==> src/rtl/exercise_1.sv <==
// 16-lamp pattern controller: a 4-bit command picks one of four animations
// and a step rate, and a small Moore FSM drives the registered lamp bank.
module exercise_1 (
  input  logic        clk,
  input  logic        reset,
  input  logic        load,
  input  logic [3:0]  data_in,
  output logic [15:0] lamp_ctl
);

  typedef enum logic [2:0] {
    IDLE      = 3'd0,
    RUN_LEFT  = 3'd1,
    RUN_RIGHT = 3'd2,
    FLASH     = 3'd3,
    CONVERGE  = 3'd4
  } state_t;

  state_t      state_reg;
  logic [3:0]  cfg_reg;
  logic [1:0]  cnt_reg;
  logic [15:0] lamp_reg;

  state_t      load_state;
  logic [15:0] init_pattern;
  logic [15:0] step_pattern;
  logic [7:0]  conv_hi_next;
  logic [7:0]  conv_lo_next;

  // Run state and starting pattern selected by an incoming command.
  always_comb begin
    load_state   = RUN_LEFT;
    init_pattern = 16'h0001;
    case (data_in[3:2])
      2'b00: begin load_state = RUN_LEFT;  init_pattern = 16'h0001; end
      2'b01: begin load_state = RUN_RIGHT; init_pattern = 16'h8000; end
      2'b10: begin load_state = FLASH;     init_pattern = 16'hFFFF; end
      2'b11: begin load_state = CONVERGE;  init_pattern = 16'h8001; end
      default: begin load_state = IDLE;    init_pattern = 16'h0000; end
    endcase
  end

  // Converge moves each half's lit lamp toward the centre; once they meet
  // at 0180 both halves wrap back out to the edges.
  always_comb begin
    conv_hi_next = lamp_reg[8] ? 8'h80 : (lamp_reg[15:8] >> 1);
    conv_lo_next = lamp_reg[7] ? 8'h01 : (lamp_reg[7:0] << 1);
  end

  always_comb begin
    step_pattern = 16'h0000;
    case (state_reg)
      RUN_LEFT:  step_pattern = {lamp_reg[14:0], lamp_reg[15]};
      RUN_RIGHT: step_pattern = {lamp_reg[0], lamp_reg[15:1]};
      FLASH:     step_pattern = ~lamp_reg;
      CONVERGE:  step_pattern = {conv_hi_next, conv_lo_next};
      default:   step_pattern = 16'h0000;
    endcase
  end

  always_ff @(posedge clk) begin
    if (reset) begin
      state_reg <= IDLE;
      cfg_reg   <= 4'b0000;
      cnt_reg   <= 2'd0;
      lamp_reg  <= 16'h0000;
    end else if (load) begin
      state_reg <= load_state;
      cfg_reg   <= data_in;
      cnt_reg   <= 2'd0;
      lamp_reg  <= init_pattern;
    end else begin
      case (state_reg)
        IDLE: begin
          cnt_reg  <= 2'd0;
          lamp_reg <= 16'h0000;
        end
        RUN_LEFT, RUN_RIGHT, FLASH, CONVERGE: begin
          // A step lands every (rate + 1) clocks, counted from the load edge.
          if (cnt_reg == cfg_reg[1:0]) begin
            cnt_reg  <= 2'd0;
            lamp_reg <= step_pattern;
          end else begin
            cnt_reg  <= cnt_reg + 2'd1;
          end
        end
        default: begin
          state_reg <= IDLE;
          cfg_reg   <= 4'b0000;
          cnt_reg   <= 2'd0;
          lamp_reg  <= 16'h0000;
        end
      endcase
    end
  end

  assign lamp_ctl = lamp_reg;

endmodule

==> config.mk <==
export PLATFORM = sky130hd
export DESIGN_NAME = exercise_1
export DESIGN_NICKNAME = d
export VERILOG_FILES = /design/src/rtl/exercise_1.sv
export SDC_FILE = /design/constraint.sdc
export NUM_CORES = 1
export LEC_CHECK = 0
export ABC_AREA = 1
export ABC_CLOCK_PERIOD_IN_PS = 2800
export BUFFER_PORTS_ARGS = -buffer_cell sky130_fd_sc_hd__buf_2
export CAP_MARGIN = 20
export CORE_MARGIN = 2
export CORE_UTILIZATION = 54
export CTS_BUF_LIST = sky130_fd_sc_hd__clkbuf_8
export CTS_CLUSTER_DIAMETER = 120
export CTS_CLUSTER_SIZE = 20
export DETAILED_ROUTE_END_ITERATION = 7
export PLACE_DENSITY = 0.75
export RECOVER_POWER = 25
export SLEW_MARGIN = 20
export SYNTH_ARGS = -nofsm -noshare
export SYNTH_HDL_FRONTEND = slang
export SYNTH_SLANG_ARGS = --single-unit
==> constraint.sdc <==
create_clock -name clk -period 2.8 [get_ports clk]
set_clock_uncertainty 0.1 [all_clocks]
set_input_delay 0.14 -clock clk [delete_from_list [all_inputs] [get_ports clk]]
set_output_delay 0.14 -clock clk [all_outputs]
set_load 0.05 [all_outputs]
---- Word level (Yosys, flattened, before mapping) ----
Cells that the tools add are included.
storage, ports and cells
  word-level logic and storage cells ...... 34
  bits of input ports ..................... 7
  flip-flop bits (word level) ............. 23
  output and inout port bits .............. 16
cells by class
  multiplexer cells ....................... 12
  bitwise operators ....................... 2
  equality and inequality tests ........... 10
  $add $sub $neg .......................... 1
  reduce and logical (&&, ||, !) cells .... 5
operators by type and width
  cell                                                              number
  16-bit one-hot mux with 4 select lines                            2
  16-bit two-way mux                                                3
  8-bit two-way mux                                                 2
  16-bit inverter                                                   1
  3-bit one-hot mux with 4 select lines                             1
  4-bit OR reduction                                                2
  3-bit by 2-bit == test with 1-bit output (second input constant)  2
  3-bit two-way mux                                                 2
  5-bit OR reduction                                                1
  2-bit == test (second input constant)                             2
  2-bit two-way mux                                                 2
  3-bit by 1-bit == test with 1-bit output (second input constant)  1
  3-bit == test (second input constant)                             1
  3-bit logical NOT                                                 1
  3-bit != test (second input constant)                             1
  2-bit by 1-bit adder with 2-bit output (second input constant)    1
  2-bit by 1-bit == test with 1-bit output (second input constant)  1
  2-bit == test                                                     1
  2-bit logical NOT                                                 1
  2-bit by 1-bit != test with 1-bit output (second input constant)  1
  1-bit inverter                                                    1

---- Depth between registers and ports, before layout ----
Gate-level depths: netlist (run 1).
  word-level depth ........................ 5
  mapped depth ............................ 9
  depth with buffers taken out ............ 8

---- Worst setup path before layout (run 1) ----
No wires, ideal clock.
  path kind ............................... flip-flop to flip-flop
  start point ............................. register lamp_reg[8], in the netlist lamp_ctl[8]
  end point ............................... register lamp_reg[11], in the netlist lamp_ctl[11]
  stages on the path, launching flop included .. 8
  library setup time ...................... 0.115 ns
  arrival ................................. 1.378 ns
  buffers on the path ..................... 0
  setup slack ............................. 1.206 ns
  data required time ...................... 2.585 ns
  clock period less this slack ............ 1.594 ns
  cells stage by stage .................... dfxtp_1 -> clkinv_1 -> nand2_1 -> nor2_1 -> nor2_1 -> nand2_1 -> nand2_1 -> a21oi_2
on the way
  longest elaborated chain between the ends .. 5
RTL lines
  what                                    RTL line  text
  from (decl)                             22        logic [15:0] lamp_reg;
  from (signal assigned)                  71        lamp_reg <= init_pattern;
  from (signal assigned)                  82        lamp_reg <= step_pattern;
  8-bit two-way mux                       46        conv_hi_next = lamp_reg[8] ? 8'h80 : (lamp_reg[15:8] >> 1);
  16-bit one-hot mux with 4 select lines  52        case (state_reg)
  16-bit two-way mux                      80        if (cnt_reg == cfg_reg[1:0]) begin
  16-bit two-way mux                      73        case (state_reg)
  16-bit two-way mux                      67        end else if (load) begin
No other way between the ends. The select of a mux whose other input is x is not followed.
A chain may end at the register's enable or synchronous reset.

---- Final worst setup path (run 1) ----
  start point ............................. register state_reg[0]
  end point ............................... register lamp_reg[15], in the netlist lamp_ctl[15]
on the way
  longest elaborated chain between the ends .. 5
  elaborated cells between the ends (all ways) .. 10
  classes of those cells .................. eq/ne (5); mux (4); reduce/logical (1)
RTL lines
  what                                    RTL line  text
  from (decl)                             19        state_t state_reg;
  from (signal assigned)                  68        state_reg <= load_state;
  3-bit == test (tied with other cells)   52, 73
  16-bit one-hot mux with 4 select lines  52
  16-bit two-way mux                      80
  16-bit two-way mux                      73
  16-bit two-way mux                      67
Parallel ways exist; a longest one is shown, timed or not. The select of a mux whose other input is x is not followed.

==> insert_results.sql, run 1 <==
INSERT INTO impl_metrics (metric_group, metric, value, unit) VALUES
('synthesis', 'synthesis.nets', '334', ''),
('cells_and_area', 'layout-drive-gt1-share', '0.156', ''),
('cells_and_area', 'layout.cells.most_common_list', '94 x nand2_1, 37 x nor2_1, 30 x inv_1, 30 x nand4_1, 23 x dfxtp_1', ''),
('worst_hold_path', 'worst_hold_startpoint', 'data_in[0]', ''),
('floorplan', 'die_w', '64.5', 'um'),
('timing', 'worst_slew_margin_rel', '0.533', ''),
('clocking', 'ctsRootBufferMaster', 'clkbuf_8', ''),
('floorplan', 'die_area', '4160', 'um2'),
('pwr', 'leakagePower', '0.000957', 'uW'),
('cells_and_area', 'syn_to_final_growth', '5.01', '%'),
('cells_and_area', 'design.final.nets', '346', ''),
('setup_path', 'cp_max_fo', '16', ''),
('timing', 'maximum_clock_frequency', '508', 'MHz'),
('detailed_routing', 'drt-pass1-iter-count', '4', ''),
('grt', 'antenna_found_initial', '0', ''),
('synthesis', 'post_synth_main_area_contributors', 'dfxtp_1 23%, nand2_1 18%, nand4_1 9.5%', ''),
('worst_hold_path', 'min_delay_path_depth', '3', ''),
('setup_path', 'cp_cell_sequence', 'buf_4 -> nor2_2 -> nand2_1 -> inv_2 -> nor2_4 -> nand3_1 -> nand2_1 -> a21oi_1', ''),
('timing', 'finalSetupViolCount', '0', ''),
('cells_and_area', 'mostFrequentLayoutCell', 'nand2_1', ''),
('pwr', 'vdd.ir_drop.worst', '0.308', 'mV'),
('run_status', 'status', 'complete, no violations', ''),
('detailed_routing', 'drt-total-wl', '4.81', 'mm'),
('synthesis', 'netlist.area_leader.share', '0.233', ''),
('floorplan', 'starting_density', '0.578', ''),
('placed_design', 'globalplace.congestion', '0.897', ''),
('grt', 'grt_use_total', '0.256', ''),
('clocking', 'clock_sinks', '23', ''),
('detailed_routing', 'detail_route.vias_per_cell', '5.42', ''),
('detailed_routing', 'vias', '2058', ''),
('synthesis', 'synth_ff_type', 'dfxtp_1', ''),
('detailed_routing', 'drt_first_iter_violations', '184', ''),
('flow_run', 'cap_viol_max_count', '0', ''),
('worst_hold_path', 'holdCritPathClass', 'input port to register', ''),
('timing', 'final_report_max_slew_violation_count', '0', ''),
('timing', 'tightestPinTransition', '700', 'ps'),
('clocking', 'cts_setup_buffers', '0', ''),
('synthesis', 'ys_seq_area_frac', '0.233', ''),
('placed_design', 'dp_hpwl', '3.19', 'mm'),
('synthesis', 'ys_async_sr_fraction', '0', ''),
('pwr', 'total_power', '841', 'uW'),
('floorplan', 'fp.coreArea', '3420', 'um2'),
('placed_design', 'portBuffers', '22', ''),
('grt', 'grt_max_degree', '33', ''),
('detailed_routing', 'antenna_violating_nets_post_route', '0', ''),
('setup_path', 'critPathMaxStageDelay', '560', 'ps'),
('timing', 'grt_setup_unrepaired', 'no', ''),
('clocking', 'cts.hold.buffers_added', '0', ''),
('setup_path', 'timing.setup.critical_path_class', 'register to register', ''),
('setup_path', 'crit-reg2reg-capture', 'lamp_ctl[15]', ''),
('cells_and_area', 'largest_register_ffs', '16', ''),
('setup_path', 'timing.critical_path.arrival', '2020', 'ps'),
('clocking', 'clk_pin_slew', '90', 'ps'),
('clocking', 'clock_tree.buffer_depth', '2', ''),
('timing', 'fin_crit', '1970', 'ps'),
('synthesis', 'post_synth_num_cell_types', '26', ''),
('cells_and_area', 'num_antenna_cells', '0', ''),
('synthesis', 'post_synthesis_register_bit_count', '23', ''),
('floorplan', 'core.rowCount', '21', ''),
('setup_path', 'required', '2850', 'ps'),
('setup_path', 'crit_path_end_kind', 'register', ''),
('timing', 'finalSetupTns', '0', 'ps'),
('setup_path', 'setup.reg_to_reg.worst_slack', '830', 'ps'),
('floorplan', 'dieHeight', '64.5', 'um'),
('synthesis', 'synth_top_area_cell', 'dfxtp_1', ''),
('grt', 'grt-ovfl-total', '0', ''),
('worst_hold_path', 'whs_endpoint', 'cfg_reg[0]', ''),
('clocking', 'cts_max_level', '1', ''),
('clocking', 'num_cts_buffers', '3', ''),
('setup_path', 'timing.reg2reg.worst_path_depth', '8', ''),
('setup_path', 'regToRegStartpoint', 'state_reg[0]', '');
-- how the worst max path moves through the flow --
| stage | startpoint | cells past startpoint | to |
|---|---|---|---|
| CTS | state_reg[0] | 7 | lamp_ctl[9] |
| global route | state_reg[0] | 8 | lamp_ctl[4] |
| global placement | state_reg[0] | 7 | lamp_ctl[8] |
| detailed placement | state_reg[0] | 7 | lamp_ctl[9] |
| floorplan | lamp_ctl[8] | 7 | lamp_ctl[11] |
| finish | state_reg[0] | 8 | lamp_ctl[15] |
-- per-stage QoR --
| stage | std cells | hold slack (ps) | util | area (um2) | setup WS (ps) |
|---|---|---|---|---|---|
| floorplan | 323 | 109 | - | 1970 | 1210 |
| global placement | 376 | 299 | 0.597 | 2040 | 882 |
| detailed placement | 376 | 304 | 0.597 | 2040 | 874 |
| CTS | 380 | 10.1 | 0.610 | 2080 | 860 |
| global route | 380 | 20.5 | 0.607 | 2070 | 666 |
| finish | 380 | 1.02 | 0.607 | 2070 | 833 |
-- power by group --
group / internal (uW) / total [uW] / switching (uW)
combinational: 60.1 / 241 / 181
clock: 98.4 / 217 / 119
sequential: 347 / 383 / 36.3
-- cell usage after synthesis, types with 4 or more instances --
cell	count
dfxtp_1	23
clkinv_1	12
nand2_1	94
nor3_2	10
nor3_1	6
buf_2	7
nand3_1	20
nor2_1	37
ha_1	4
nand4_1	30
buf_4	4
buf_6	5
inv_1	29
a21oi_1	11
a21oi_2	10
-- area by class of cell --
class,instances,area (um2)
clock buffers,3,41.3
clock inverters,1,3.75
fillers,365,1340
inverters,46,178
multi-input cells,235,1200
flip-flops and latches,23,460
well taps,46,57.6
repair buffers,26,129
-- metal layers --
metal	wire length, um	up-vias	track usage
li1	-	1057	-
met1	2240	919	0.353
met2	2200	73	0.404
met5	0	-	0
met4	90	0	0.112
met3	290	9	0.0278
-- worst max-delay path: cells and delay by family (launching register included) --
| family | cells | cell delay (ps) |
|---|---|---|
| AOI/OAI and AO/OA | 1 | 70 |
| buffers and inverters | 2 | 330 |
| DFF | 1 | 560 |
| and+or+nand+nor | 5 | 770 |
-- cell families (layout without fill, tap and decap cells) --
kind of cell	after synthesis	after routing	share of synthesized area
adder cells (fa/ha/maj)	4	4	0.0253
AND/OR/NAND/NOR	204	204	0.495
XOR/XNOR	1	1	0.00444
flip-flops	23	23	0.233
buffers and inverters	65	76	0.157
AO/OA/AOI/OAI	26	26	0.0849
(Power assumes the default switching activity.)
==> run 2, diff against run 1 <==
--- a/config.mk
+++ b/config.mk
@@ -6,7 +6,7 @@
 export NUM_CORES = 1
 export LEC_CHECK = 0
 export ABC_AREA = 1
-export ABC_CLOCK_PERIOD_IN_PS = 2800
+export ABC_CLOCK_PERIOD_IN_PS = 1900
 export BUFFER_PORTS_ARGS = -buffer_cell sky130_fd_sc_hd__buf_2
 export CAP_MARGIN = 20
 export CORE_MARGIN = 2
==> constraint.sdc (replaced) <==
create_clock -name clk -period 1.9 [get_ports clk]
set_clock_uncertainty 0.1 [all_clocks]
set_input_delay 0.095 -clock clk [delete_from_list [all_inputs] [get_ports clk]]
set_output_delay 0.095 -clock clk [all_outputs]
set_load 0.05 [all_outputs]
==> run 2 against run 1 <==
Non-clock buffer count is 6 higher. Combinational power is 58% higher. Critical path type unchanged. Worst setup slack worse by 640 ps. Largest power group unchanged.
==> insert_results.sql, run 2 (synthesis results as in run 1) <==
INSERT INTO impl_metrics (metric_group, metric, value, unit) VALUES
('detailed_routing', 'drt_first_iter_violations', '177', ''),
('timing', 'finalSetupViolCount', '0', ''),
('timing', 'maximum_clock_frequency', '586', 'MHz'),
('floorplan', 'core.rowCount', '21', ''),
('floorplan', 'die_area', '4160', 'um2'),
('placed_design', 'globalplace.congestion', '0.840', ''),
('setup_path', 'timing.critical_path.arrival', '1830', 'ps'),
('clocking', 'clock_tree.buffer_depth', '2', ''),
('cells_and_area', 'fillCellCount', '339', ''),
('setup_path', 'cp_max_fo', '4', ''),
('timing', 'layout_worst_path_cycle_share', '0.898', ''),
('clocking', 'ctsRootBufferMaster', 'clkbuf_8', ''),
('setup_path', 'critPathMaxStageDelay', '550', 'ps'),
('clocking', 'num_cts_buffers', '3', ''),
('detailed_routing', 'detail_route.vias_per_cell', '5.32', ''),
('clocking', 'clkLatencyLatePin', '270', 'ps'),
('placed_design', 'dp_hpwl', '3.27', 'mm'),
('placed_design', 'dp_cells', '379', ''),
('pwr', 'power_density', '591', 'nW/um2'),
('cells_and_area', 'largest_register_ffs', '16', ''),
('cells_and_area', 'layoutNonFillerInstCount', '386', ''),
('clocking', 'clock_sinks', '23', ''),
('clocking', 'cts_max_level', '1', ''),
('grt', 'grt_use_total', '0.258', ''),
('clocking', 'clk_pin_slew', '90', 'ps'),
('pwr', 'leakagePower', '0.000991', 'uW'),
('timing', 'final_report_max_slew_violation_count', '0', ''),
('setup_path', 'cp_cell_sequence', 'o21ai_1 -> nand2_1 -> inv_1 -> nand2_1 -> a21oi_1 -> dlygate4sd3_1', ''),
('placed_design', 'portBuffers', '22', ''),
('cells_and_area', 'mostFrequentLayoutCell', 'nand2_1', ''),
('pwr', 'total_power', '1260', 'uW'),
('timing', 'finalSetupTns', '0', 'ps'),
('cells_and_area', 'multi_input_area', '1200', 'um2'),
('clocking', 'tritoncts_clock_tree', 'yes', ''),
('setup_path', 'timing.setup.critical_path_class', 'register to register', ''),
('detailed_routing', 'drcViolationCount', '0', ''),
('grt', 'grt_first_pass_wirelength', '8.53', 'mm'),
('floorplan', 'pin_count', '23', ''),
('setup_path', 'worstSetupStartpointType', 'register', ''),
('detailed_routing', 'drt-total-wl', '4.95', 'mm'),
('setup_path', 'setup.reg_to_reg.worst_slack', '190', 'ps'),
('detailed_routing', 'antenna_violating_nets_post_route', '0', ''),
('grt', 'antenna_found_initial', '0', ''),
('setup_path', 'worst_path_dominant_cell_family', 'buffers and inverters', ''),
('detailed_routing', 'vias', '2054', ''),
('detailed_routing', 'detail_route.wl_per_cell', '12.8', 'um'),
('cells_and_area', 'final-seq-area', '460', 'um2'),
('floorplan', 'die_w', '64.5', 'um'),
('cells_and_area', 'finish.instance_area', '2140', 'um2'),
('setup_path', 'cp.buffers_inverters', '2', ''),
('floorplan', 'dieHeight', '64.5', 'um'),
('timing', 'final_hold_viol_count', '0', ''),
('timing', 'tightestPinTransition', '604', 'ps'),
('setup_path', 'crit_path_end_kind', 'register', ''),
('setup_path', 'crit_top_cell', 'nand2_1', ''),
('clocking', 'cts.repair.resized', '0', ''),
('cells_and_area', 'design.final.nets', '352', ''),
('cells_and_area', 'layout.cells.most_common_list', '94 x nand2_1, 37 x nor2_1, 30 x nand4_1, 29 x inv_1, 23 x dfxtp_1', ''),
('setup_path', 'required', '2020', 'ps'),
('cells_and_area', 'syn_to_final_growth', '8.36', '%'),
('cells_and_area', 'num_antenna_cells', '0', ''),
('timing', 'worst_slew_margin_rel', '0.597', ''),
('grt', 'grt-ovfl-total', '0', ''),
('cells_and_area', 'layout-drive-gt1-share', '0.165', ''),
('floorplan', 'fp.coreArea', '3420', 'um2'),
('setup_path', 'cp_slowest_cell', 'dlygate4sd3_1', ''),
('placed_design', 'dpl_cell_area', '2070', 'um2'),
('worst_hold_path', 'holdCritPathClass', 'input port to register', ''),
('detailed_routing', 'drt-pass1-iter-count', '4', ''),
('grt', 'grt_max_degree', '33', ''),
('run_status', 'status', 'complete, no violations', ''),
('timing', 'fin_crit', '1710', 'ps'),
('grt', 'first_global_vias', '1807', ''),
('floorplan', 'starting_density', '0.578', ''),
('timing', 'grt_setup_unrepaired', 'no', ''),
('pwr', 'vdd.ir_drop.worst', '0.601', 'mV'),
('flow_run', 'cap_viol_max_count', '0', '');
==> run 2: path summary, 6_finish.rpt <==
path	from	to	cells after the start
setup / recovery	state_reg[0]	cfg_reg[1]	6
hold / removal	load	cfg_reg[0]	3
hold reg to reg	cfg_reg[0]	cfg_reg[0]	2
setup reg to reg	state_reg[0]	cfg_reg[1]	6
==> run 2: final cells by class <==
type	count	share of cell area
Clock inverter	1	0.00234
Multi-Input combinational cell	235	0.563
Sequential cell	23	0.215
Clock buffer	3	0.0193
Inverter	46	0.0830
Tap cell	46	0.0269
Timing Repair Buffer	32	0.0906
==> run 2: per-stage QoR <==
| step | hold WS [ps] | setup slack, ps | util |
|---|---|---|---|
| finish | 5.25 | 194 | 0.626 |
| global route | 8.67 | 55.3 | 0.626 |
| CTS | 2.90 | 208 | 0.630 |
| detailed placement | 255 | 362 | 0.607 |
| global placement | 253 | 379 | 0.607 |
| floorplan | 64.1 | 306 | - |
==> run 2: worst min-delay path, stage by stage <==
cell     delay [ps]
buf_2           130
nand2_1          60
a21oi_1          50
==> run 2: what timing repair did <==
action,4_1_cts,5_1_grt
setup endpoints to repair,0,0
buffers inserted,0,0
endpoints found under the hold margin,6,0
hold buffers,3,0
==> run 2: layer usage <==
layer / share of wire / global-route usage
met3: 0.049 / 0.0174
met4: 0.011 / 0.0904
met1: 0.48 / 0.343
met2: 0.46 / 0.443
met5: 0 / 0
==> run 2: report_power, final <==
group	switching, uW	internal [uW]
logic	279	102
registers	44.3	511
clock network	181	147
total	505	760
==> run 3, diff against run 2 <==
--- a/config.mk
+++ b/config.mk
@@ -15,6 +15,7 @@
 export CTS_CLUSTER_DIAMETER = 120
 export CTS_CLUSTER_SIZE = 20
 export DETAILED_ROUTE_END_ITERATION = 7
+export MAX_ROUTING_LAYER = met4
 export PLACE_DENSITY = 0.75
 export RECOVER_POWER = 25
 export SLEW_MARGIN = 20
==> run 3 against run 2 <==
Clock power hardly changed. Sequential power hardly changed. Largest cell class unchanged. Critical endpoint unchanged. Combinational power hardly changed. Critical path depth stayed put. Sequential share of layout area stayed put. Sequential cell count stayed put. Largest power group unchanged. Power is 0.29% higher. Global-route usage is 0.67 points higher.
==> insert_results.sql, run 3 (synthesis results as in run 1) <==
INSERT INTO impl_metrics (metric_group, metric, value, unit) VALUES
('setup_path', 'crit_path_end_kind', 'register', ''),
('clocking', 'clk_pin_slew', '90', 'ps'),
('setup_path', 'cp_max_fo', '4', ''),
('grt', 'antenna_found_initial', '0', ''),
('cells_and_area', 'num_antenna_cells', '0', ''),
('timing', 'grt_setup_unrepaired', 'no', ''),
('clocking', 'cts_max_level', '1', ''),
('setup_path', 'regToRegStartpoint', 'state_reg[0]', ''),
('floorplan', 'fp.coreArea', '3420', 'um2'),
('setup_path', 'timing.reg2reg.worst_path_depth', '6', ''),
('placed_design', 'dp_hpwl', '3.27', 'mm'),
('worst_hold_path', 'holdCritPathClass', 'input port to register', ''),
('detailed_routing', 'vias', '2066', ''),
('placed_design', 'globalplace.congestion', '0.853', ''),
('timing', 'finalSetupViolCount', '0', ''),
('pwr', 'vdd.ir_drop.worst', '0.606', 'mV'),
('pwr', 'leakagePower', '0.000991', 'uW'),
('detailed_routing', 'drt-pass1-iter-count', '4', ''),
('clocking', 'clkLatencyLatePin', '270', 'ps'),
('floorplan', 'core.rowCount', '21', ''),
('detailed_routing', 'detail_route.wl_per_cell', '13.0', 'um'),
('timing', 'maximum_clock_frequency', '583', 'MHz'),
('floorplan', 'pin_count', '23', ''),
('cells_and_area', 'syn_to_final_growth', '8.36', '%'),
('detailed_routing', 'detail_route.vias_per_cell', '5.35', ''),
('run_status', 'status', 'complete, no violations', ''),
('clocking', 'num_cts_buffers', '3', ''),
('grt', 'grt_use_total', '0.265', ''),
('timing', 'layout_worst_path_cycle_share', '0.902', ''),
('detailed_routing', 'drcViolationCount', '0', ''),
('pwr', 'total_power', '1270', 'uW'),
('grt', 'grt_max_degree', '33', ''),
('clocking', 'tritoncts_clock_tree', 'yes', ''),
('setup_path', 'cp_cell_sequence', 'o21ai_1 -> nand2_1 -> inv_1 -> nand2_1 -> a21oi_1 -> dlygate4sd3_1', ''),
('setup_path', 'crit-reg2reg-capture', 'cfg_reg[1]', ''),
('setup_path', 'worstSetupEndpoint', 'cfg_reg[1]', ''),
('cells_and_area', 'layout-drive-gt1-share', '0.165', ''),
('cells_and_area', 'largest_register_ffs', '16', ''),
('timing', 'fin_crit', '1710', 'ps'),
('cells_and_area', 'design.final.nets', '352', ''),
('detailed_routing', 'drt_first_iter_violations', '138', ''),
('timing', 'worst_slew_margin_rel', '0.593', ''),
('floorplan', 'die_area', '4160', 'um2'),
('placed_design', 'portBuffers', '22', ''),
('timing', 'finalSetupTns', '0', 'ps'),
('cells_and_area', 'mostFrequentLayoutCell', 'nand2_1', ''),
('floorplan', 'dieHeight', '64.5', 'um'),
('timing', 'final_report_max_slew_violation_count', '0', ''),
('setup_path', 'critPathMaxStageDelay', '550', 'ps'),
('flow_run', 'cap_viol_max_count', '0', ''),
('setup_path', 'timing.critical_path.arrival', '1840', 'ps'),
('setup_path', 'setup.reg_to_reg.worst_slack', '190', 'ps'),
('detailed_routing', 'drt-total-wl', '5.00', 'mm'),
('setup_path', 'timing.setup.critical_path_class', 'register to register', ''),
('pwr', 'power_density', '593', 'nW/um2'),
('floorplan', 'starting_density', '0.578', ''),
('cells_and_area', 'layout.cells.most_common_list', '94 x nand2_1, 37 x nor2_1, 30 x nand4_1, 29 x inv_1, 23 x dfxtp_1', ''),
('timing', 'tightestPinTransition', '613', 'ps'),
('floorplan', 'die_w', '64.5', 'um'),
('setup_path', 'worstSetupStartpointType', 'register', ''),
('grt', 'grt_first_pass_wirelength', '8.52', 'mm'),
('clocking', 'ctsRootBufferMaster', 'clkbuf_8', ''),
('clocking', 'cts.repair.resized', '0', ''),
('setup_path', 'required', '2030', 'ps'),
('grt', 'first_global_vias', '1809', ''),
('setup_path', 'crit_top_cell', 'nand2_1', ''),
('setup_path', 'cp_slowest_cell', 'dlygate4sd3_1', ''),
('clocking', 'clock_tree.buffer_depth', '2', ''),
('timing', 'final_hold_viol_count', '0', ''),
('cells_and_area', 'layoutNonFillerInstCount', '386', ''),
('placed_design', 'dp_cells', '379', ''),
('clocking', 'clock_sinks', '23', ''),
('detailed_routing', 'antenna_violating_nets_post_route', '0', ''),
('grt', 'grt-ovfl-total', '0', ''),
('setup_path', 'crit_path_start', 'state_reg[0]', '');
## run 3: worst min path at each step
stage                from          to  slack (ps)  cells after the start
6_report             load  cfg_reg[0]           2                      3
3_5_place_dp        reset  cfg_reg[1]         250                      2
2_1_floorplan       reset  cfg_reg[0]          60                      1
3_3_place_gp   data_in[0]  cfg_reg[0]         250                      3
5_1_grt              load  cfg_reg[0]           9                      3
4_1_cts              load  cfg_reg[0]           3                      3
## run 3: timing repair
item / 4_1_cts / 5_1_grt
hold buffers: 3 / 0
buffers inserted: 0 / 0
endpoints found under the hold margin: 6 / 0
## run 3: layout make-up
class	count	area (um2)
sequential	23	460
clock inverter	1	5.00
clock buffer	3	41.3
inverter	46	178
tap	46	57.6
multi-input combinational	235	1200
fill	339	1280
timing repair buffer	32	194
## run 3: metal layers
layer | track usage | part of all wire | vias to the layer above
li1 | - | - | 1070
met1 | 0.343 | 0.48 | 922
met2 | 0.443 | 0.45 | 70
met3 | 0.0156 | 0.057 | 4
met4 | 0.0904 | 0.011 | 0
met5 | - | 0 | -
## run 3: stage by stage
step	instance area (um2)	hold WS, ps	util	setup WS (ps)
after floorplan	1970	64.1	-	306
after global placement	2070	253	0.607	379
after detailed placement	2070	255	0.607	362
after CTS	2150	2.90	0.630	208
after global routing	2140	8.67	0.626	55.3
final	2140	1.72	0.626	186
## run 3: critical path: cells and delay by family (launching register included)
family	cells	cell delay, ps
buffers and inverters	2	700
DFF	1	350
AOI/OAI and AO/OA	2	330
and+or+nand+nor	2	190
## run 3: power breakdown
| group | internal [uW] | total, uW | switching [uW] |
|---|---|---|---|
| combinational | 102 | 382 | 280 |
| sequential | 511 | 556 | 44.7 |
| clock | 147 | 330 | 183 |
